File: config.mk
export PLATFORM = sky130hd
export DESIGN_NAME = dcache_req_arbiter
export DESIGN_NICKNAME = d
export VERILOG_FILES = /design/src/rtl/dcache_arb_pkg.sv /design/src/rtl/dcache_arb_src_fifo.sv /design/src/rtl/dcache_req_arbiter.sv
export SDC_FILE = /design/constraint.sdc
export NUM_CORES = 1
export LEC_CHECK = 0
export CELL_PAD_IN_SITES_DETAIL_PLACEMENT = 0
export CELL_PAD_IN_SITES_GLOBAL_PLACEMENT = 2
export CORE_ASPECT_RATIO = 0.9
export CORE_MARGIN = 1.5
export CORE_UTILIZATION = 14
export CTS_CLUSTER_SIZE = 30
export DETAILED_ROUTE_END_ITERATION = 10
export GPL_TIMING_DRIVEN = 0
export MAX_ROUTING_LAYER = met4
export PLACE_DENSITY_LB_ADDON = 0.3
export SLEW_MARGIN = 20
export SYNTH_ARGS = -nofsm -noshare
export SYNTH_HDL_FRONTEND = slang
export SYNTH_HIERARCHICAL = 1
export SYNTH_SLANG_ARGS = --single-unit
export TNS_END_PERCENT = 20
File: constraint.sdc
create_clock -name clock -period 3.9 [get_ports clock]
set_clock_uncertainty 0.2 [all_clocks]
set_input_delay 0.78 -clock clock [delete_from_list [all_inputs] [get_ports clock]]
set_output_delay 0.78 -clock clock [all_outputs]
set_load 0.02 [all_outputs]
File: src/rtl/dcache_arb_pkg.sv
// Shared types and helpers for the hart-0 data-cache request arbiter.
package dcache_arb_pkg;

   localparam int CMD_W  = 5;
   localparam int SIZE_W = 2;

   typedef enum logic [1:0] {
      ST_ARB  = 2'd0,
      ST_WAIT = 2'd1,
      ST_LOCK = 2'd2
   } arb_state_e;

   // Requester-ID width; a single requester still needs one bit.
   function automatic int id_width(input int n);
      return (n < 2) ? 1 : $clog2(n);
   endfunction

endpackage

File: src/rtl/dcache_arb_src_fifo.sv
// In-order FIFO of requester IDs for accepted-but-unanswered DCache requests.
module dcache_arb_src_fifo
   import dcache_arb_pkg::*;
#(
   parameter int DEPTH = 4,
   parameter int ID_W  = 2
) (
   input  logic            clock,
   input  logic            reset,
   input  logic            push,
   input  logic [ID_W-1:0] push_id,
   input  logic            pop,
   output logic [ID_W-1:0] head_id,
   output logic            full,
   output logic            empty
);

   localparam int PTR_W = $clog2(DEPTH);
   localparam int CNT_W = $clog2(DEPTH + 1);

   logic [ID_W-1:0]  mem [DEPTH];
   logic [PTR_W-1:0] wr_ptr;
   logic [PTR_W-1:0] rd_ptr;
   logic [CNT_W-1:0] count;
   logic             push_ok;
   logic             pop_ok;

   assign push_ok = push && !full;
   assign pop_ok  = pop && !empty;

   // NOTE: sequential state uses non-blocking assignments so every flop samples pre-edge values.
   always_ff @(posedge clock) begin
      if (reset) begin
         wr_ptr <= '0;
         rd_ptr <= '0;
         count  <= '0;
      end else begin
         if (push_ok) wr_ptr <= wr_ptr + PTR_W'(1);
         if (pop_ok)  rd_ptr <= rd_ptr + PTR_W'(1);
         case ({push_ok, pop_ok})
            2'b10:   count <= count + CNT_W'(1);
            2'b01:   count <= count - CNT_W'(1);
            default: count <= count;
         endcase
      end
   end

   // NOTE: storage is left unreset; the pointers and count alone define which entries are valid.
   always_ff @(posedge clock) begin
      if (push_ok) mem[wr_ptr] <= push_id;
   end

   assign head_id = mem[rd_ptr];
   assign full    = (count == CNT_W'(DEPTH));
   assign empty   = (count == '0);

endmodule

File: src/rtl/dcache_req_arbiter.sv
// Arbitrates hart 0's DCache request port among NUM_REQ requesters and routes in-order responses.
// Define DCACHE_ARB_RR_EN for round-robin selection; otherwise lowest index wins.
module dcache_req_arbiter
   import dcache_arb_pkg::*;
#(
   parameter int NUM_REQ   = 3,
   parameter int ADDR_W    = 32,
   parameter int DATA_W    = 32,
   parameter int MAX_OUTST = 4
) (
   input  logic                        clock,
   input  logic                        reset,
   input  logic [NUM_REQ-1:0]          req_valid,
   output logic [NUM_REQ-1:0]          req_ready,
   input  logic [NUM_REQ-1:0]          req_lock,
   input  logic [NUM_REQ*ADDR_W-1:0]   req_addr,
   input  logic [NUM_REQ*CMD_W-1:0]    req_cmd,
   input  logic [NUM_REQ*SIZE_W-1:0]   req_size,
   input  logic [NUM_REQ*DATA_W-1:0]   req_data,
   output logic                        dc_req_valid,
   input  logic                        dc_req_ready,
   output logic [ADDR_W-1:0]           dc_req_addr,
   output logic [CMD_W-1:0]            dc_req_cmd,
   output logic [SIZE_W-1:0]           dc_req_size,
   output logic [DATA_W-1:0]           dc_req_data,
   input  logic                        dc_resp_valid,
   input  logic [DATA_W-1:0]           dc_resp_data,
   output logic [NUM_REQ-1:0]          resp_valid,
   output logic [DATA_W-1:0]           resp_data,
   output logic                        err_unexpected_resp
);

   localparam int ID_W = id_width(NUM_REQ);

   localparam logic [1:0] S_ARB  = ST_ARB;
   localparam logic [1:0] S_WAIT = ST_WAIT;
   localparam logic [1:0] S_LOCK = ST_LOCK;

   logic [1:0]        state_q, state_d;
   logic [ID_W-1:0]   gnt_q, gnt_d;
   logic [ID_W-1:0]   arb_idx;
   logic              arb_found;
   logic [ID_W-1:0]   gnt_idx;
   logic              present;
   logic              accept;
   logic              err_q;

   logic              fifo_full;
   logic              fifo_empty;
   logic [ID_W-1:0]   head_id;
   logic              resp_pop;

   logic [ADDR_W-1:0] addr_arr [NUM_REQ];
   logic [CMD_W-1:0]  cmd_arr  [NUM_REQ];
   logic [SIZE_W-1:0] size_arr [NUM_REQ];
   logic [DATA_W-1:0] data_arr [NUM_REQ];

   for (genvar i = 0; i < NUM_REQ; i++) begin : g_unpack
      assign addr_arr[i] = req_addr[i*ADDR_W +: ADDR_W];
      assign cmd_arr[i]  = req_cmd[i*CMD_W +: CMD_W];
      assign size_arr[i] = req_size[i*SIZE_W +: SIZE_W];
      assign data_arr[i] = req_data[i*DATA_W +: DATA_W];
   end

`ifdef DCACHE_ARB_RR_EN
   logic [ID_W-1:0] rr_ptr_q;

   always_ff @(posedge clock) begin
      if (reset)
         rr_ptr_q <= '0;
      else if (accept)
         rr_ptr_q <= (gnt_idx == ID_W'(NUM_REQ - 1)) ? '0 : gnt_idx + ID_W'(1);
   end

   always_comb begin
      int j;
      arb_found = 1'b0;
      arb_idx   = '0;
      for (int k = 0; k < NUM_REQ; k++) begin
         j = (int'(rr_ptr_q) + k) % NUM_REQ;
         if (!arb_found && req_valid[j]) begin
            arb_found = 1'b1;
            arb_idx   = ID_W'(j);
         end
      end
   end
`else
   always_comb begin
      arb_found = 1'b0;
      arb_idx   = '0;
      for (int i = NUM_REQ - 1; i >= 0; i--) begin
         if (req_valid[i]) begin
            arb_found = 1'b1;
            arb_idx   = ID_W'(i);
         end
      end
   end
`endif

   // NOTE: every always_comb output gets a default first so no path leaves it unassigned (no latch).
   always_comb begin
      gnt_idx = gnt_q;
      present = 1'b0;
      case (state_q)
         S_ARB: begin
            gnt_idx = arb_idx;
            present = arb_found;
         end
         S_WAIT:  present = 1'b1;
         S_LOCK:  present = req_valid[gnt_q];
         default: present = 1'b0;
      endcase
      // A full FIFO blocks even a frozen grant: a response slot must exist before issue.
      if (reset || fifo_full) present = 1'b0;
   end

   assign accept       = present && dc_req_ready;
   assign dc_req_valid = present;
   assign dc_req_addr  = addr_arr[gnt_idx];
   assign dc_req_cmd   = cmd_arr[gnt_idx];
   assign dc_req_size  = size_arr[gnt_idx];
   assign dc_req_data  = data_arr[gnt_idx];

   always_comb begin
      req_ready = '0;
      if (accept) req_ready[gnt_idx] = 1'b1;
   end

   always_comb begin
      state_d = state_q;
      gnt_d   = gnt_q;
      case (state_q)
         S_ARB: begin
            if (present) begin
               gnt_d = arb_idx;
               if (dc_req_ready) state_d = req_lock[arb_idx] ? S_LOCK : S_ARB;
               else              state_d = S_WAIT;
            end
         end
         S_WAIT: begin
            if (accept) state_d = req_lock[gnt_q] ? S_LOCK : S_ARB;
         end
         S_LOCK: begin
            if (accept)
               state_d = req_lock[gnt_q] ? S_LOCK : S_ARB;
            else if (!req_valid[gnt_q] && !req_lock[gnt_q])
               state_d = S_ARB;
         end
         default: state_d = S_ARB;
      endcase
   end

   always_ff @(posedge clock) begin
      if (reset) begin
         state_q <= S_ARB;
         gnt_q   <= '0;
         err_q   <= 1'b0;
      end else begin
         state_q <= state_d;
         gnt_q   <= gnt_d;
         if (dc_resp_valid && fifo_empty) err_q <= 1'b1;
      end
   end

   dcache_arb_src_fifo #(
      .DEPTH (MAX_OUTST),
      .ID_W  (ID_W)
   ) u_src_fifo (
      .clock   (clock),
      .reset   (reset),
      .push    (accept),
      .push_id (gnt_idx),
      .pop     (resp_pop),
      .head_id (head_id),
      .full    (fifo_full),
      .empty   (fifo_empty)
   );

   assign resp_pop = dc_resp_valid && !fifo_empty && !reset;
   assign resp_data = dc_resp_data;

   always_comb begin
      resp_valid = '0;
      if (resp_pop) resp_valid[head_id] = 1'b1;
   end

   assign err_unexpected_resp = err_q;

endmodule
==> run metrics, run 1 <==
outcome finished, final reports clean; power per unit of standard cell area 279 mW/mm^2; Num Clock Sinks 22; worst vdd rail ir drop 0.000146 V; static leakage power 3.21 nW; number of DRC violations after detailed routing 0; number of nets in the synthesized netlist 654; most area-consuming cells after synthesis sky130_fd_sc_hd__mux2i_1 (22%), sky130_fd_sc_hd__o21ai_2 (18%), sky130_fd_sc_hd__nand2_2 (13%); average wire length per cell after detail routing 17.2 um; aggregate global routing overflow 0; Power, Total 2.06 mW; Core Region 0.0243 mm^2; net switching power of the design 0.862 mW; number of CTS-inserted buffers 3; Cell Rows 54; count of synthesis-stage warnings from yosys 6; Hold Path Stages 2; dominant cell by count in the synthesized netlist sky130_fd_sc_hd__mux2i_1; uppermost signal routing layer after detailed routing met4; length of routed met2 wiring 10000 um; CP endpoint kind primary output; crit path kind primary input to primary output; number of synthesized register bits 22; share of power burned in registers 13.7%; clock tree from TritonCTS built; net total in the final layout 997; Final Instance Count excl. Fillers 1044; worst hold slack 0.280 ns; library cell used as clock root buffer sky130_fd_sc_hd__clkbuf_16; Synth-to-Final Area Change 113%; DIE AREA 0.0257 mm^2; post-synthesis average cell area 8.82 um^2; total wire length after detailed routing 17900 um; clock latency on the worst-skew pair 0.26 ns; vias in the first global route 4357; maximum number of pins on one net before global-route repair 14; buffer depth of the longest clock path 2; final number of hold-violating endpoints 0; unrepaired setup endpoints after global routing true; sequential share of the synthesized area 15.0%; floorplan die height 152 um; source of the critical timing path req_valid[2]; period utilisation layout 97.1%; proportion of total power due to net switching 41.9%; starting density of the core 14.3%; number of I/O port buffers 332; post-route ant nets 0; worst min-delay path class flip-flop to flip-flop; relative slew slack 45.8%; initial detailed-routing violation count 74; met3 wire length 1050 um; portion of synthesized cell area occupied by the leading cell type 22.2%; Comb power frac 72.5%; flop-to-flop setup slack 0.74 ns; Commonest cells post-synth sky130_fd_sc_hd__mux2i_1 (77), sky130_fd_sc_hd__nand2_2 (70), sky130_fd_sc_hd__o21ai_2 (70); Post-synth top flop sky130_fd_sc_hd__dfxtp_1; area leader, netlist sky130_fd_sc_hd__mux2i_1; number of flops mapped to enable cells by yosys 8; maxcap violations 0; weighted congestion at the end of routability-driven global placement 0.831; number of setup violations in the final report 0; hold_buf cts 0; summed instance area of the synthesized netlist 0.00347 mm^2; wire length on met1 6790 um; Tightest Pin Transition 0.813 ns; Max Transition Viols Final 0; FF-to-FF path depth 14; global-route wire length before repair 26300 um; setup_tns 0 ns; endpoint required time on the critical path 2.92 ns; antenna violations before repair 1; share of flip-flops with an asynchronous set or reset 0%; Critical Path Start Type primary input; Die Width 169 um; cell internal pwr 1.20 mW; half-perimeter wire length after placement 15500 um; Critical Path AT 2.81 ns; RR Startpoint u_src_fifo/count[0]; top achievable clock speed 264 MHz; number of vias in the routed layout 4163; biggest fanout along the worst timing path 10; first-pass iteration count of the detailed router 4; Critical Path Sink dc_req_addr[25]; RR Endpoint u_src_fifo/count[2]; number of standard cells after synthesis 393; total routing usage reported by global routing 13.6%; cell total after placement 1033; number of I/O pins 366; H-tree depth 1; detailed-route vias per instance 3.99; min Tclk post-route 3.79 ns; share of post-route cells with drive strength above 1 36.5%; clock share of power 13.9%; Clock transition at path regs 0.06 ns; number of unique standard cell types used by synthesis 48
==> per-layer routing <==
layer | GRT usage, % | up-vias
li1 | - | 2044
met1 | 14.6 | 1959
met2 | 27.1 | 154
met3 | 2.00 | 6
met4 | 0.765 | 0
met5 | - | -
==> layout make-up <==
cell class / count / area, um^2
plain buffers: 58 / 508
clock inverters: 1 / 30.0
inverters: 14 / 52.6
repair buffers: 338 / 3370
diodes: 1 / 2.50
well taps: 308 / 385
multi-input cells: 299 / 2440
flip-flops and latches: 22 / 520
clock buffers: 3 / 75.1
fillers: 2602 / 16900
==> cell families after synthesis <==
kind of cell,Yosys count,synth area share (%)
multiplexers,80,24.0
flip-flops,22,15.0
AND/OR/NAND/NOR,120,21.1
buffers and inverters,72,14.9
AO/OA/AOI/OAI,90,21.8
adder cells (fa/ha/maj),6,2.38
XOR/XNOR,3,0.758
==> cell usage in the layout (no fill, tap or decap), types with 12 or more instances in the layout <==
cell                              Yosys  final
sky130_fd_sc_hd__inv_1               12     12
sky130_fd_sc_hd__dfxtp_1             14     14
sky130_fd_sc_hd__o21ai_2             70     70
sky130_fd_sc_hd__clkdlybuf4s50_1      0    256
sky130_fd_sc_hd__buf_4               36     38
sky130_fd_sc_hd__nand2_2             70     70
sky130_fd_sc_hd__mux2i_1             77     76
sky130_fd_sc_hd__dlygate4sd2_1        0     30
sky130_fd_sc_hd__nor2_1              13     12
sky130_fd_sc_hd__clkdlybuf4s15_2      0     43
==> flip-flops by register name, summed over array words and instances (netlist names), named ones only <==
signal,flops
u_src_fifo/wr_ptr,2
u_src_fifo/mem,8
gnt_q,2
u_src_fifo/count,3
state_q,2
err_unexpected_resp,1
u_src_fifo/rd_ptr,2
==> repair_timing <==
item                                    in CTS  in global routing
gates resized for setup                    182                  7
endpoints found under the setup margin      74                 34
pin swaps                                    0                  1
setup buffers                                0                  6
gates cloned                                 0                  0
==> how the worst min path moves through the flow <==
| stage | from | end | slack (ns) |
|---|---|---|---|
| after floorplan | u_src_fifo/rd_ptr[1] | flip-flop | 0.26 |
| after global placement | err_unexpected_resp | err_unexpected_resp | 0.25 |
| after detailed placement | err_unexpected_resp | err_unexpected_resp | 0.26 |
| after CTS | err_unexpected_resp | err_unexpected_resp | 0.29 |
| after global routing | err_unexpected_resp | err_unexpected_resp | 0.32 |
| final | err_unexpected_resp | err_unexpected_resp | 0.28 |
==> power groups by stage <==
| stage | sequential, mW | clock [mW] | combinational, mW |
|---|---|---|---|
| after floorplan | 0.282 | 0 | 0.832 |
| after global placement | 0.284 | 0 | 1.56 |
| after detailed placement | 0.285 | 0 | 1.57 |
| after CTS | 0.280 | 0.292 | 1.51 |
| after global routing | 0.284 | 0.300 | 1.60 |
| final | 0.281 | 0.285 | 1.49 |
==> critical path: stages <==
cell	delay (ns)
sky130_fd_sc_hd__clkdlybuf4s50_1	0.48
sky130_fd_sc_hd__nor3b_2	0.20
sky130_fd_sc_hd__mux2i_1	0.25
sky130_fd_sc_hd__buf_6	0.23
sky130_fd_sc_hd__clkbuf_8	0.22
sky130_fd_sc_hd__mux2i_1	0.30
sky130_fd_sc_hd__o21ai_2	0.08
sky130_fd_sc_hd__clkdlybuf4s15_2	0.26
==> metrics by stage <==
step	cell area [um^2]	util (%)	setup WS (ns)
final	7390	30.4	0.113
after global routing	7390	30.4	-0.00869
after CTS	7320	30.2	0.0258
after detailed placement	7180	29.6	-0.499
after global placement	7180	29.6	-0.534
after floorplan	3470	-	0.507
(Power assumes the default switching activity.)
==> run 2, diff against run 1 <==
--- a/config.mk
+++ b/config.mk
@@ -9,15 +9,14 @@
 export CELL_PAD_IN_SITES_GLOBAL_PLACEMENT = 2
 export CORE_ASPECT_RATIO = 0.9
 export CORE_MARGIN = 1.5
-export CORE_UTILIZATION = 14
+export CORE_UTILIZATION = 13
 export CTS_CLUSTER_SIZE = 30
 export DETAILED_ROUTE_END_ITERATION = 10
 export GPL_TIMING_DRIVEN = 0
 export MAX_ROUTING_LAYER = met4
 export PLACE_DENSITY_LB_ADDON = 0.3
-export SLEW_MARGIN = 20
+export SLEW_MARGIN = 10
 export SYNTH_ARGS = -nofsm -noshare
 export SYNTH_HDL_FRONTEND = slang
-export SYNTH_HIERARCHICAL = 1
 export SYNTH_SLANG_ARGS = --single-unit
 export TNS_END_PERCENT = 20
==> run metrics, run 2 <==
outcome finished, final reports clean; worst min-delay path class flip-flop to flip-flop; post-synthesis average cell area 8.16 um^2; initial detailed-routing violation count 104; Cell Rows 54; number of CTS-inserted buffers 3; RR Endpoint u_src_fifo.count[2]; DIE AREA 0.0259 mm^2; RR Startpoint state_q[0]; static leakage power 3.18 nW; Critical Path Start Type primary input; portion of synthesized cell area occupied by the leading cell type 22.6%; summed instance area of the synthesized netlist 0.00324 mm^2; maxcap violations 0; flop-to-flop setup slack 1.04 ns; starting density of the core 13.3%; antenna diode instance count 0; Num Clock Sinks 22; cell total after placement 1036; most common cell after layout, fill and taps aside sky130_fd_sc_hd__clkdlybuf4s50_1; net total in the final layout 1003; share of power burned in registers 11.5%; number of standard cells after synthesis 397; area leader, netlist sky130_fd_sc_hd__mux2i_1; min Tclk post-route 3.72 ns; period utilisation layout 95.5%; share of synthesized area spent on multiplexers 24.3%; clock latency on the worst-skew pair 0.26 ns; biggest fanout along the worst timing path 10; Max Transition Viols Final 0; maximum number of pins on one net before global-route repair 14; power per unit of standard cell area 381 mW/mm^2; total routing usage reported by global routing 11.6%; Post-synth top flop sky130_fd_sc_hd__dfxtp_1; Commonest cells post-synth sky130_fd_sc_hd__mux2i_1 (73), sky130_fd_sc_hd__nand2_1 (62), sky130_fd_sc_hd__o21ai_2 (50); most area-consuming cells after synthesis sky130_fd_sc_hd__mux2i_1 (23%), sky130_fd_sc_hd__o21ai_2 (14%), sky130_fd_sc_hd__dfxtp_1 (8.7%); Post-Layout Inst Area 0.00709 mm^2; Worst Slack Setup Final 0.177 ns; proportion of total power due to net switching 46.0%; register with the most flip-flops u_src_fifo.mem; Post-Synth Simple-Gate Area 17.0%; Power, Total 2.70 mW; Clock transition at path regs 0.06 ns; endpoint required time on the critical path 2.92 ns; clock tree from TritonCTS built; combinational family with the most area after synthesis multiplexers; Critical Path Sink dc_req_addr[10]; top achievable clock speed 269 MHz; compound-cell area share of the yosys netlist 22.8%; buffer depth of the longest clock path 2; share of post-route cells with drive strength above 1 20.2%; worst hold slack 0.277 ns; number of I/O pins 366; vias in the first global route 4225; crit path kind primary input to primary output; Tightest Pin Transition 0.757 ns; relative slew slack 49.5%; floorplan die height 153 um; number of DRC violations after detailed routing 0; setup_tns 0 ns; share of flip-flops with an asynchronous set or reset 0%; CP endpoint kind primary output; aggregate global routing overflow 0; Final Instance Count excl. Fillers 1049; unrepaired setup endpoints after global routing false; average wire length per cell after detail routing 14.9 um; number of vias in the routed layout 4121; source of the critical timing path req_valid[1]; first-pass iteration count of the detailed router 4; library cell used as clock root buffer sky130_fd_sc_hd__clkbuf_16; cell internal pwr 1.46 mW; H-tree depth 1; number of setup violations in the final report 0; number of flops mapped to enable cells by yosys 8; xor/xnor cell area share of the yosys netlist 1.08%; commonest cells after routing, fill and taps aside sky130_fd_sc_hd__clkdlybuf4s50_1 (255), sky130_fd_sc_hd__dlygate4sd2_1 (69), sky130_fd_sc_hd__mux2i_1 (68); share of the core filled with cells in the final layout 29.1%; half-perimeter wire length after placement 13500 um; global-route wire length before repair 23000 um; net switching power of the design 1.24 mW; final number of hold-violating endpoints 0; number of flip-flops in the largest register 8; clock share of power 10.7%; antenna violations before repair 0; sequential share of the synthesized area 16.1%; leading registers by flop count u_src_fifo.mem x8, u_src_fifo.count x3; FF-to-FF path depth 11; number of unique standard cell types used by synthesis 49; Core Region 0.0243 mm^2; number of nets in the synthesized netlist 658; DP Area 0.00694 mm^2; Critical Path AT 2.74 ns; number of I/O port buffers 331; weighted congestion at the end of routability-driven global placement 0.798; detailed-route vias per instance 3.93; dominant cell by count in the synthesized netlist sky130_fd_sc_hd__mux2i_1; post-route ant nets 0; Die Width 169 um; worst vdd rail ir drop 0.000144 V; total wire length after detailed routing 15600 um; number of synthesized register bits 22; Comb power frac 77.8%; Synth-to-Final Area Change 119%; post-placement setup slack -0.510 ns; Post-Synth Adder-Cell Area 2.55%; count of synthesis-stage warnings from yosys 0
-- run 2: area by class of cell --
type | count | area [um^2]
clock inverters | 1 | 30.0
inverters | 11 | 41.3
well taps | 308 | 385
fillers | 2600 | 17200
flip-flops and latches | 22 | 520
repair buffers | 340 | 3290
multi-input cells | 303 | 2220
clock buffers | 3 | 75.1
plain buffers | 61 | 529
-- run 2: kinds of logic after synthesis --
| family | Yosys count |
|---|---|
| AO/OA/AOI/OAI | 99 |
| flip-flops | 22 |
| adder cells (fa/ha/maj) | 6 |
| multiplexers | 76 |
| buffers and inverters | 72 |
| AND/OR/NAND/NOR | 118 |
| XOR/XNOR | 4 |
-- run 2: how the worst min path moves through the flow --
| stage | start | to | slack (ns) | cells past startpoint |
|---|---|---|---|---|
| floorplan | u_src_fifo.wr_ptr[0] | u_src_fifo.wr_ptr[0] | 0.27 | 1 |
| global placement | err_unexpected_resp | err_unexpected_resp | 0.27 | 2 |
| detailed placement | err_unexpected_resp | err_unexpected_resp | 0.27 | 2 |
| CTS | err_unexpected_resp | err_unexpected_resp | 0.28 | 2 |
| global route | err_unexpected_resp | err_unexpected_resp | 0.31 | 2 |
| finish | err_unexpected_resp | err_unexpected_resp | 0.28 | 2 |
-- run 2: power by group through the flow --
stage	Sequential, mW	Combinational (mW)	Clock (mW)
final	0.310	2.10	0.289
after global routing	0.315	2.27	0.308
after CTS	0.310	2.11	0.295
after detailed placement	0.314	2.25	0
after global placement	0.313	2.25	0
after floorplan	0.310	1.26	0
-- run 2: metal layers --
layer  part of all wire, %  GRT usage (%)
met1                    41           13.1
met4                  0.75           1.60
met5                     0              -
met2                    52           21.7
met3                   6.4           1.87
-- run 2: what timing repair did --
action                     4_1_cts  5_1_grt
resized for setup               86       14
setup buffers                    2        7
setup endpoints to repair       74       57
pin swaps                        1        0
hold buffers                     0        0
-- run 2: worst max-delay path: stages --
cell and delay [ns]:
sky130_fd_sc_hd__clkdlybuf4s15_1 0.35, sky130_fd_sc_hd__nand2b_4 0.10, sky130_fd_sc_hd__o31ai_4 0.27, sky130_fd_sc_hd__buf_4 0.17
sky130_fd_sc_hd__clkbuf_1 0.57, sky130_fd_sc_hd__o21ai_2 0.14, sky130_fd_sc_hd__dlygate4sd2_1 0.35
==> run 3, diff against run 2 <==
--- a/config.mk
+++ b/config.mk
@@ -10,6 +10,7 @@
 export CORE_ASPECT_RATIO = 0.9
 export CORE_MARGIN = 1.5
 export CORE_UTILIZATION = 13
+export CTS_BUF_LIST = sky130_fd_sc_hd__clkbuf_4 sky130_fd_sc_hd__clkbuf_8
 export CTS_CLUSTER_SIZE = 30
 export DETAILED_ROUTE_END_ITERATION = 10
 export GPL_TIMING_DRIVEN = 0
==> run metrics, run 3 (synthesized netlist as in run 2, its figures left out) <==
total routing usage reported by global routing 11.6%; cell total after placement 1036; met2 capacity usage during global routing 21.6%; unrepaired setup endpoints after global routing false; net total in the final layout 1003; Max Transition Viols Final 0; library cell used as clock root buffer sky130_fd_sc_hd__clkbuf_8; clock tree from TritonCTS built; Core Region 0.0243 mm^2; detailed-route vias per instance 3.92; floorplan die height 153 um; antenna violations before repair 0; antenna diode instance count 0; Die Width 169 um; Critical Path AT 2.74 ns; FF-to-FF path depth 11; worst min-delay path class flip-flop to flip-flop; share of the core filled with cells in the final layout 29.0%; worst vdd rail ir drop 0.000156 V; Final Instance Count excl. Fillers 1049; static leakage power 3.17 nW; Cell Rows 54; most common cell after layout, fill and taps aside sky130_fd_sc_hd__clkdlybuf4s50_1; clock latency on the worst-skew pair 0.26 ns; initial detailed-routing violation count 104; number of DRC violations after detailed routing 0; Critical Path Start Type primary input; first-pass iteration count of the detailed router 4; global-route wire length before repair 22900 um; met3 layer usage reported by global route 1.87%; half-perimeter wire length after placement 13500 um; cell at the slowest stage of the critical path sky130_fd_sc_hd__clkbuf_1; Num Clock Sinks 22; ordered cell list for the critical path clkdlybuf4s15_1 > nand2b_4 > o31ai_4 > buf_4 > clkbuf_1 > o21ai_2 > dlygate4sd2_1; Power, Total 2.62 mW; commonest cells after routing, fill and taps aside sky130_fd_sc_hd__clkdlybuf4s50_1 (255), sky130_fd_sc_hd__dlygate4sd2_1 (69), sky130_fd_sc_hd__mux2i_1 (68); maxcap violations 0; Synth-to-Final Area Change 118%; highest-utilization routing layer at the global route stage met2; aggregate global routing overflow 0; period utilisation layout 95.5%; number of CTS-inserted buffers 3; number of setup violations in the final report 0; Clock transition at path regs 0.08 ns; min Tclk post-route 3.72 ns; HP Start err_unexpected_resp; number of flip-flops in the largest register 8; slowest cell delay on critical path 0.57 ns; final number of hold-violating endpoints 0; met1 demand-to-capacity share in global routing 13.1%; RR Endpoint u_src_fifo.count[2]; Post-Layout Inst Area 0.00706 mm^2; number of I/O port buffers 331; relative slew slack 49.5%; top achievable clock speed 269 MHz; maximum number of pins on one net before global-route repair 14; CP endpoint kind primary output; power per unit of standard cell area 372 mW/mm^2; leading registers by flop count u_src_fifo.mem x8, u_src_fifo.count x3; Tightest Pin Transition 0.757 ns; weighted congestion at the end of routability-driven global placement 0.798; flop-to-flop setup slack 1.03 ns; setup_tns 0 ns; post-route ant nets 0; biggest fanout along the worst timing path 10; DIE AREA 0.0259 mm^2; hold_buf cts 0; average wire length per cell after detail routing 14.9 um; endpoint required time on the critical path 2.92 ns; outcome finished, final reports clean; number of vias in the routed layout 4116; share of post-route cells with drive strength above 1 20.2%; source of the critical timing path req_valid[1]; vias in the first global route 4237; H-tree depth 1; DP Area 0.00694 mm^2; buffer depth of the longest clock path 2; starting density of the core 13.3%; register with the most flip-flops u_src_fifo.mem; crit path kind primary input to primary output; Critical Path Sink dc_req_addr[10]; RR Startpoint state_q[0]; total wire length after detailed routing 15600 um; number of I/O pins 366
[run 3: cell count changes in the layout (fill, tap and decap cells not counted)]
cell,previous run,this run
sky130_fd_sc_hd__clkbuf_16,3,0
sky130_fd_sc_hd__clkbuf_8,5,8
[run 3: what timing repair did]
item	4_1_cts	5_1_grt
pin swaps	1	0
endpoints found under the setup margin	74	57
setup buffers	2	7
resized for setup	86	14
[run 3: worst min path at each step]
| stage | end | depth (start not counted) |
|---|---|---|
| finish | err_unexpected_resp | 2 |
| global placement | err_unexpected_resp | 2 |
| floorplan | u_src_fifo.wr_ptr[0] | 1 |
| CTS | err_unexpected_resp | 2 |
| global route | err_unexpected_resp | 2 |
| detailed placement | err_unexpected_resp | 2 |
[run 3: stage by stage]
step	hold slack [ns]	setup slack [ns]
after CTS	0.289	-0.147
final	0.277	0.177
after floorplan	0.272	0.859
after detailed placement	0.269	-0.510
after global routing	0.321	0.0156
after global placement	0.268	-0.497
[run 3: report_power, final]
part | total (mW) | internal [mW] | leakage (nW) | switching (mW)
Combinational | 2.10 | 0.972 | 2.94 | 1.13
Sequential | 0.309 | 0.281 | 0.189 | 0.0284
Clock | 0.215 | 0.137 | 0.0357 | 0.0776
[run 3: worst max-delay path, delay by kind of cell]
family	cells	cell delay, ns
AO/OA/AOI/OAI	2	0.41
AND/OR/NAND/NOR	1	0.10
buffers and inverters	4	1.44
[run 3: area by class of cell]
class                   instances  area [um^2]
flip-flops and latches         22          520
well taps                     308          385
plain buffers                  61          529
repair buffers                340         3290
fillers                      2603        17300
multi-input cells             303         2220
inverters                      11         41.3
clock inverters                 1         30.0
clock buffers                   3         41.3
[run 3: per-layer routing]
| layer | part of all wire, % | vias to the layer above | routed length [um] |
|---|---|---|---|
| li1 | - | 2055 | - |
| met1 | 40 | 1853 | 6320 |
| met2 | 52 | 198 | 8120 |
| met3 | 6.5 | 10 | 1010 |
| met4 | 0.99 | 0 | 154 |
| met5 | 0 | - | 0 |
